==> config.mk <==
export PLATFORM = sky130hd
export DESIGN_NAME = button_debounce
export DESIGN_NICKNAME = d
export VERILOG_FILES = /design/src/rtl/button_debounce.sv
export SDC_FILE = /design/constraint.sdc
export NUM_CORES = 1
export LEC_CHECK = 0
export ABC_AREA = 1
export CAP_MARGIN = 20
export CORE_AREA = 2 2 101 54
export CTS_CLUSTER_DIAMETER = 40
export CTS_CLUSTER_SIZE = 8
export DETAILED_ROUTE_END_ITERATION = 12
export DIE_AREA = 0 0 103 56
export PLACE_DENSITY = 0.76
export SLEW_MARGIN = 40
export SYNTH_ARGS = -nofsm -noshare
export SYNTH_HDL_FRONTEND = slang
export SYNTH_SLANG_ARGS = --single-unit
==> constraint.sdc <==
create_clock -name clk -period 3.28 [get_ports clk]
set_input_delay 0.492 -clock clk [delete_from_list [all_inputs] [get_ports clk]]
set_output_delay 0.492 -clock clk [all_outputs]
set_load 0.02 [all_outputs]
==> src/rtl/button_debounce.sv <==
// Active-low pushbutton conditioner: synchroniser, stable-time debounce FSM,
// press/release pulses, debounced level and a stretched press pulse.
module button_debounce #(
    parameter int unsigned SYNC_STAGES     = 2,
    parameter int unsigned DEBOUNCE_CYCLES = 120000,
    parameter int unsigned DB_WIDTH        = 17,
    parameter int unsigned STRETCH_CYCLES  = 3000002,
    parameter int unsigned ST_WIDTH        = 22
) (
    input  logic clk,
    input  logic rst,
    input  logic btn_n,
    output logic btn_level,
    output logic press_pulse,
    output logic release_pulse,
    output logic press_stretch
);

    localparam logic [DB_WIDTH-1:0] DB_MAX = DB_WIDTH'(DEBOUNCE_CYCLES - 1);
    localparam logic [ST_WIDTH-1:0] ST_MAX = ST_WIDTH'(STRETCH_CYCLES - 1);

    typedef enum logic [1:0] {
        IDLE         = 2'd0,
        PRESS_WAIT   = 2'd1,
        PRESSED      = 2'd2,
        RELEASE_WAIT = 2'd3
    } state_t;

    logic [SYNC_STAGES-1:0] sync_q;
    logic                   s_in;

    state_t                 state_q, state_d;
    logic [DB_WIDTH-1:0]    cnt_q, cnt_d;
    logic                   level_d, press_event, release_event;
    logic [ST_WIDTH-1:0]    st_cnt_q;

    // Synchroniser resets to the released level so reset release never looks like a press.
    always_ff @(posedge clk or posedge rst) begin
        if (rst) begin
            sync_q <= '1;
        end else begin
            sync_q <= {sync_q[SYNC_STAGES-2:0], btn_n};
        end
    end

    assign s_in = ~sync_q[SYNC_STAGES-1];

    // State and debounce counter register.
    always_ff @(posedge clk or posedge rst) begin
        if (rst) begin
            state_q <= IDLE;
            cnt_q   <= '0;
        end else begin
            state_q <= state_d;
            cnt_q   <= cnt_d;
        end
    end

    // Next state; outputs are decoded from the next state so they change on the transition edge.
    always_comb begin
        state_d       = state_q;
        cnt_d         = cnt_q;
        press_event   = 1'b0;
        release_event = 1'b0;
        case (state_q)
            IDLE: begin
                if (s_in) begin
                    state_d = PRESS_WAIT;
                    cnt_d   = '0;
                end
            end
            PRESS_WAIT: begin
                if (!s_in) begin
                    state_d = IDLE;
                end else if (cnt_q == DB_MAX) begin
                    state_d     = PRESSED;
                    press_event = 1'b1;
                end else begin
                    cnt_d = cnt_q + DB_WIDTH'(1);
                end
            end
            PRESSED: begin
                if (!s_in) begin
                    state_d = RELEASE_WAIT;
                    cnt_d   = '0;
                end
            end
            RELEASE_WAIT: begin
                if (s_in) begin
                    state_d = PRESSED;
                end else if (cnt_q == DB_MAX) begin
                    state_d       = IDLE;
                    release_event = 1'b1;
                end else begin
                    cnt_d = cnt_q + DB_WIDTH'(1);
                end
            end
            default: begin
                state_d = IDLE;
                cnt_d   = '0;
            end
        endcase
        level_d = (state_d == PRESSED) || (state_d == RELEASE_WAIT);
    end

    always_ff @(posedge clk or posedge rst) begin
        if (rst) begin
            btn_level     <= 1'b0;
            press_pulse   <= 1'b0;
            release_pulse <= 1'b0;
        end else begin
            btn_level     <= level_d;
            press_pulse   <= press_event;
            release_pulse <= release_event;
        end
    end

    // Stretch counter: a press reloads it, so back-to-back presses extend without a gap.
    always_ff @(posedge clk or posedge rst) begin
        if (rst) begin
            st_cnt_q      <= '0;
            press_stretch <= 1'b0;
        end else if (press_event) begin
            st_cnt_q      <= ST_MAX;
            press_stretch <= 1'b1;
        end else if (st_cnt_q != '0) begin
            st_cnt_q      <= st_cnt_q - ST_WIDTH'(1);
            press_stretch <= 1'b1;
        end else begin
            press_stretch <= 1'b0;
        end
    end

endmodule
; ---- After elaboration in Yosys (flattened, before gate mapping)
; Index checks and enable logic that the tools add are counted.
; Widths: inputs -> output; s select.
[word_totals]
output_inout_bits = 4
reg_bits = 47
wordCells = 47
inputBits = 3
[op_classes]
eq_ne = 10
n_mux = 22
n_addsub = 2
reduce_logical = 5
[op_table]
columns = op, n
row1 = $mux 17, 5
row2 = $pmux 17 s4, 1
row3 = $mux 22, 2
row4 = $reduce_bool 22->1, 1
row5 = $sub 22x1->22 const B, 1
row6 = $add 17x1->17 const B, 1
row7 = $eq 17x17->1 const B, 1
row8 = $mux 2, 6
row9 = $eq 2x2->1 const B, 4
row10 = $ne 2x2->1 const B, 4
row11 = $pmux 2 s4, 1
row12 = $mux 1, 7
row13 = $reduce_and 4->1, 1
row14 = $eq 2x1->1 const B, 1
row15 = $logic_not 2->1, 1
row16 = $reduce_bool 2->1, 1
row17 = $logic_or 1x1->1, 1

; ---- Depth between registers and ports, before layout
[logic_depth]
depth_word = 6
mapped_depth = 10

; ---- Least setup slack after synthesis
; Ideal clock, no wire load.
[synth_path]
path_kind = register to register
from = register cnt_q[0]
to = register cnt_q[12]
required_ns = 3.162
setup_slack_ns = 1.676
synth_period_minus_slack_ns = 1.604
n_path_buf = 1
path_stages_with_launch = 11
arrival_time_ns = 1.486
path_cell_list = dfrtp_1 -> ha_1 -> nand3_2 -> inv_2 -> nand3_1 -> nor2_4 -> nor2_4 -> clkinv_2 -> buf_6 -> nand2_1 -> o21ai_2
[synth_via]
elab_chain_len = 4
[synth_rtl]
columns = element, line
row1 = start: declaration, 33  ; logic [DB_WIDTH-1:0] cnt_q, cnt_d;
row2 = start signal: assignment, 55  ; cnt_q <= cnt_d;
row3 = $add 17x1->17 or $eq 17x17->1 (tied branches), n/a
row4 = $mux 17 (*), "75, 91"
row5 = $mux 17 (on tied branches), "89, 73"
row6 = $pmux 17 s4 (*), 65  ; case (state_q)
; Mark *: on every way between the ends. The rest lies on a longest branch, timed or not. The select of a mux whose other input is x is not followed.
; A chain may end at the register's enable or synchronous reset.

; ---- Worst setup path after layout
; Same ends and word-level chain as after synthesis.

==> results.md <==
* Outcome: finished, final reports clean
* Num CTS Buffers at 5
* Top cells by area, synth: dfrtp_1, nand2_1, nor2_1
* Initial core utilization at 0.5885
* Core Area at 0.004820 sq mm
* Worst-Margin Slew at 0.5640 ns
* Worst-case reg-to-reg path depth at 9
* HP Start: sync_q[0]
* CP max FO at 20
* I/O Buffers at 6
* Largest net degree at the start of global routing at 48
* Setup TNS at 0 ns
* Flop pwr share at 0.560
* Final Hold Viols at 0
* Primary FF master, synth: dfrtp_1
* HP Class: reg2reg
* Routed vias at 2593
* Tot Pwr at 1.062 mW
* Register area share after synthesis at 0.4155
* Worst Hold End: sync_q[1]
* Max Cap Violations at 0
* Buffer and inverter count on the worst path at 2
* Slowest cell on the critical path: dfrtp_1
* Row count at 18
* Synth Register Bits at 47
* Total net switching power at 0.2400 mW
* Peak Freq at 0.4727 GHz
* Clock sink total at 47
* Die Y at 56 microns
* CP Data Arrival Time at 2.31 ns
* Top cells by count, synth: nand2_1, nor2_1, inv_1
* CTS Hold Bufs at 0
* Final Instance Area at 0.003057 sq mm
* Sw frac at 0.2260
* Placed cell area at 0.002944 sq mm
* Max-slew violations at 0
* Rel. slew slack at 0.6240
* Reg2reg start: cnt_q[0]
* Combinational power share at 0.034
* Worst VDD drop at 219.4 uV
* Area delta synth->final at 7.764%
* Final WS setup at 1.165 ns
* DRT iter0 DRCs at 154
* Critical Path Max Stage Delay at 0.44 ns
* Asr flop ratio synth at 1.000
* Top-count cell post-synth: nand2_1
* Clk root buf: clkbuf_8
* Initial antenna violation count at 0
* Area leader, netlist: dfrtp_1
* H-tree Lvls at 2
* Clock Pin Slew Worst Setup and Hold Paths at 0.08 ns
* I/O pin count at 7
* Crit end category: flip-flop
* WS Path Type: reg2reg
* R2R Setup Slk at 1.16 ns
* Residual DRC at 0
* Setup crit start kind: flip-flop
* Postcts setup bufs at 0
* Post-route ant nets at 0
* # nets final at 416
* Dpl ws at 1.165 ns
* Avg Cell Area, Syn at 7.038 sq um
* Post-Layout Cell Count at 482
* Pint at 0.8220 mW
* Diodes inserted at 0
* Final WL at 6162 microns
* Worst-Skew Late Latency at 0.31 ns
* CP top delay family: simple AND/OR/NAND/NOR gates
* Mapped Cells at 403
* Worst Skew at 0.008630 ns
* GRT overflow at 0
* Clk buf depth at 2
* Die width at 103 microns
* Worst path cell trace: ha_1 > nand3_2 > inv_2 > nand3_1 > nor2_4 > nor2_4 > clkinv_2 > nand2_1 > o21ai_2
* WP depth at 9
* Pwr Density at 347.4 mW/mm^2
* Post-synth top area share at 0.3970
* Post-Place Cells at 474
* Final setup fails at 0
* Detailed-route wire length per cell at 12.78 microns
* Leak pwr at 1.599 nW
* Yosys warns at 0
* Reg-to-reg critical path endpoint: cnt_q[12]
* Final Cycle Share at 0.6449
* DR vias/cell at 5.380
* RSZ-0062 raised after global routing: no
* Post-Syn Area at 0.002836 sq mm
* Final core utilization at 0.6342
* GR Util All Layers at 0.2403
* Placer Congestion at 0.9464
* Worst hold stages at 0
* DRT Pass-1 Iters at 5
* Worst Path Required at 3.47 ns
* Net count after synthesis at 408
* Clock power share at 0.406
* Layout cells sized above 1 at 0.08252
* Tmin final at 2.115 ns
* Post_cts resized at 0
* HPWL after DPL at 4534 microns
* Synth unique cells at 30
* First-pass GRT wire length at 11010 microns
* Number of flops mapped to enable cells by yosys at 0
* CP dominant cell by count: nor2_4
* Vias in the first global route at 2574
* Minimum hold slack at 0.3600 ns
* DIE AREA at 0.005768 sq mm
* CTS tree: yes
==> how the worst max path moves through the flow <==
stage | endpoint | startpoint | slack, ns
2_1_floorplan | btn_level | rst | 1.68
3_3_place_gp | cnt_q[16] | cnt_q[0] | 1.25
3_5_place_dp | cnt_q[14] | cnt_q[0] | 1.17
4_1_cts | cnt_q[12] | cnt_q[0] | 1.16
5_1_grt | cnt_q[14] | cnt_q[0] | 0.95
6_report | cnt_q[12] | cnt_q[0] | 1.16
==> area by class of cell <==
class,count,area (sq um)
clock inverters,3,43.79
flip-flops and latches,47,1179
repair buffers,6,60.06
clock buffers,5,68.82
fillers,419,1763
multi-input cells,298,1415
inverters,53,202.7
well taps,70,87.58
==> registers in the layout (all words and copies together) (netlist names) <==
register / cells
release_pulse: 1
press_pulse: 1
sync_q: 2
cnt_q: 17
state_q: 2
btn_level: 1
st_cnt_q: 22
press_stretch: 1
==> logic make-up after synthesis <==
kind of cell               synth area share
and+or+nand+nor                      0.4085
buffers and inverters               0.08557
DFF                                  0.4155
AOI/OAI and AO/OA                   0.05690
xor gates and xnor gates            0.02470
adders and majority gates          0.008821
==> routing by layer <==
layer | GRT usage | up-vias | share of wire
met5 | 0 | - | 0
met4 | 0.06955 | 0 | 0.018
met3 | 0.04774 | 17 | 0.051
met2 | 0.4128 | 74 | 0.49
met1 | 0.3061 | 1208 | 0.44
li1 | - | 1294 | -
==> worst register-to-register path, cell delays in order, from the launching register on <==
cell and delay (ns):
dfrtp_1 0.44, ha_1 0.26, nand3_2 0.14, inv_2 0.07, nand3_1 0.15, nor2_4 0.07
nor2_4 0.29, clkinv_2 0.36, nand2_1 0.17, o21ai_2 0.06
==> placed cells by master (no fill, tap or decap), drive strengths merged <==
cell type	netlist	final
a21o	2	2
a21oi	2	2
bufinv	0	1
clkbuf	1	5
clkdlybuf4s50	0	6
clkinv	2	4
dfrtp	45	45
dfstp	2	2
ha	2	2
inv	51	51
nand2	111	111
nand3	39	39
nand3b	1	1
nand4	23	23
nor2	77	77
nor3	7	7
o211ai	1	1
o21ai	19	19
o21bai	1	1
or2	5	5
xnor2	1	1
xor2	7	7
==> power by group through the flow <==
stage | clock [mW] | combinational [mW] | sequential [mW]
floorplan | 0 | 0.0326 | 0.602
global placement | 0 | 0.0361 | 0.605
detailed placement | 0 | 0.0380 | 0.606
CTS | 0.439 | 0.0382 | 0.594
global route | 0.466 | 0.0431 | 0.595
finish | 0.431 | 0.0366 | 0.595
Note: power is estimated with default switching activity, not from simulation.
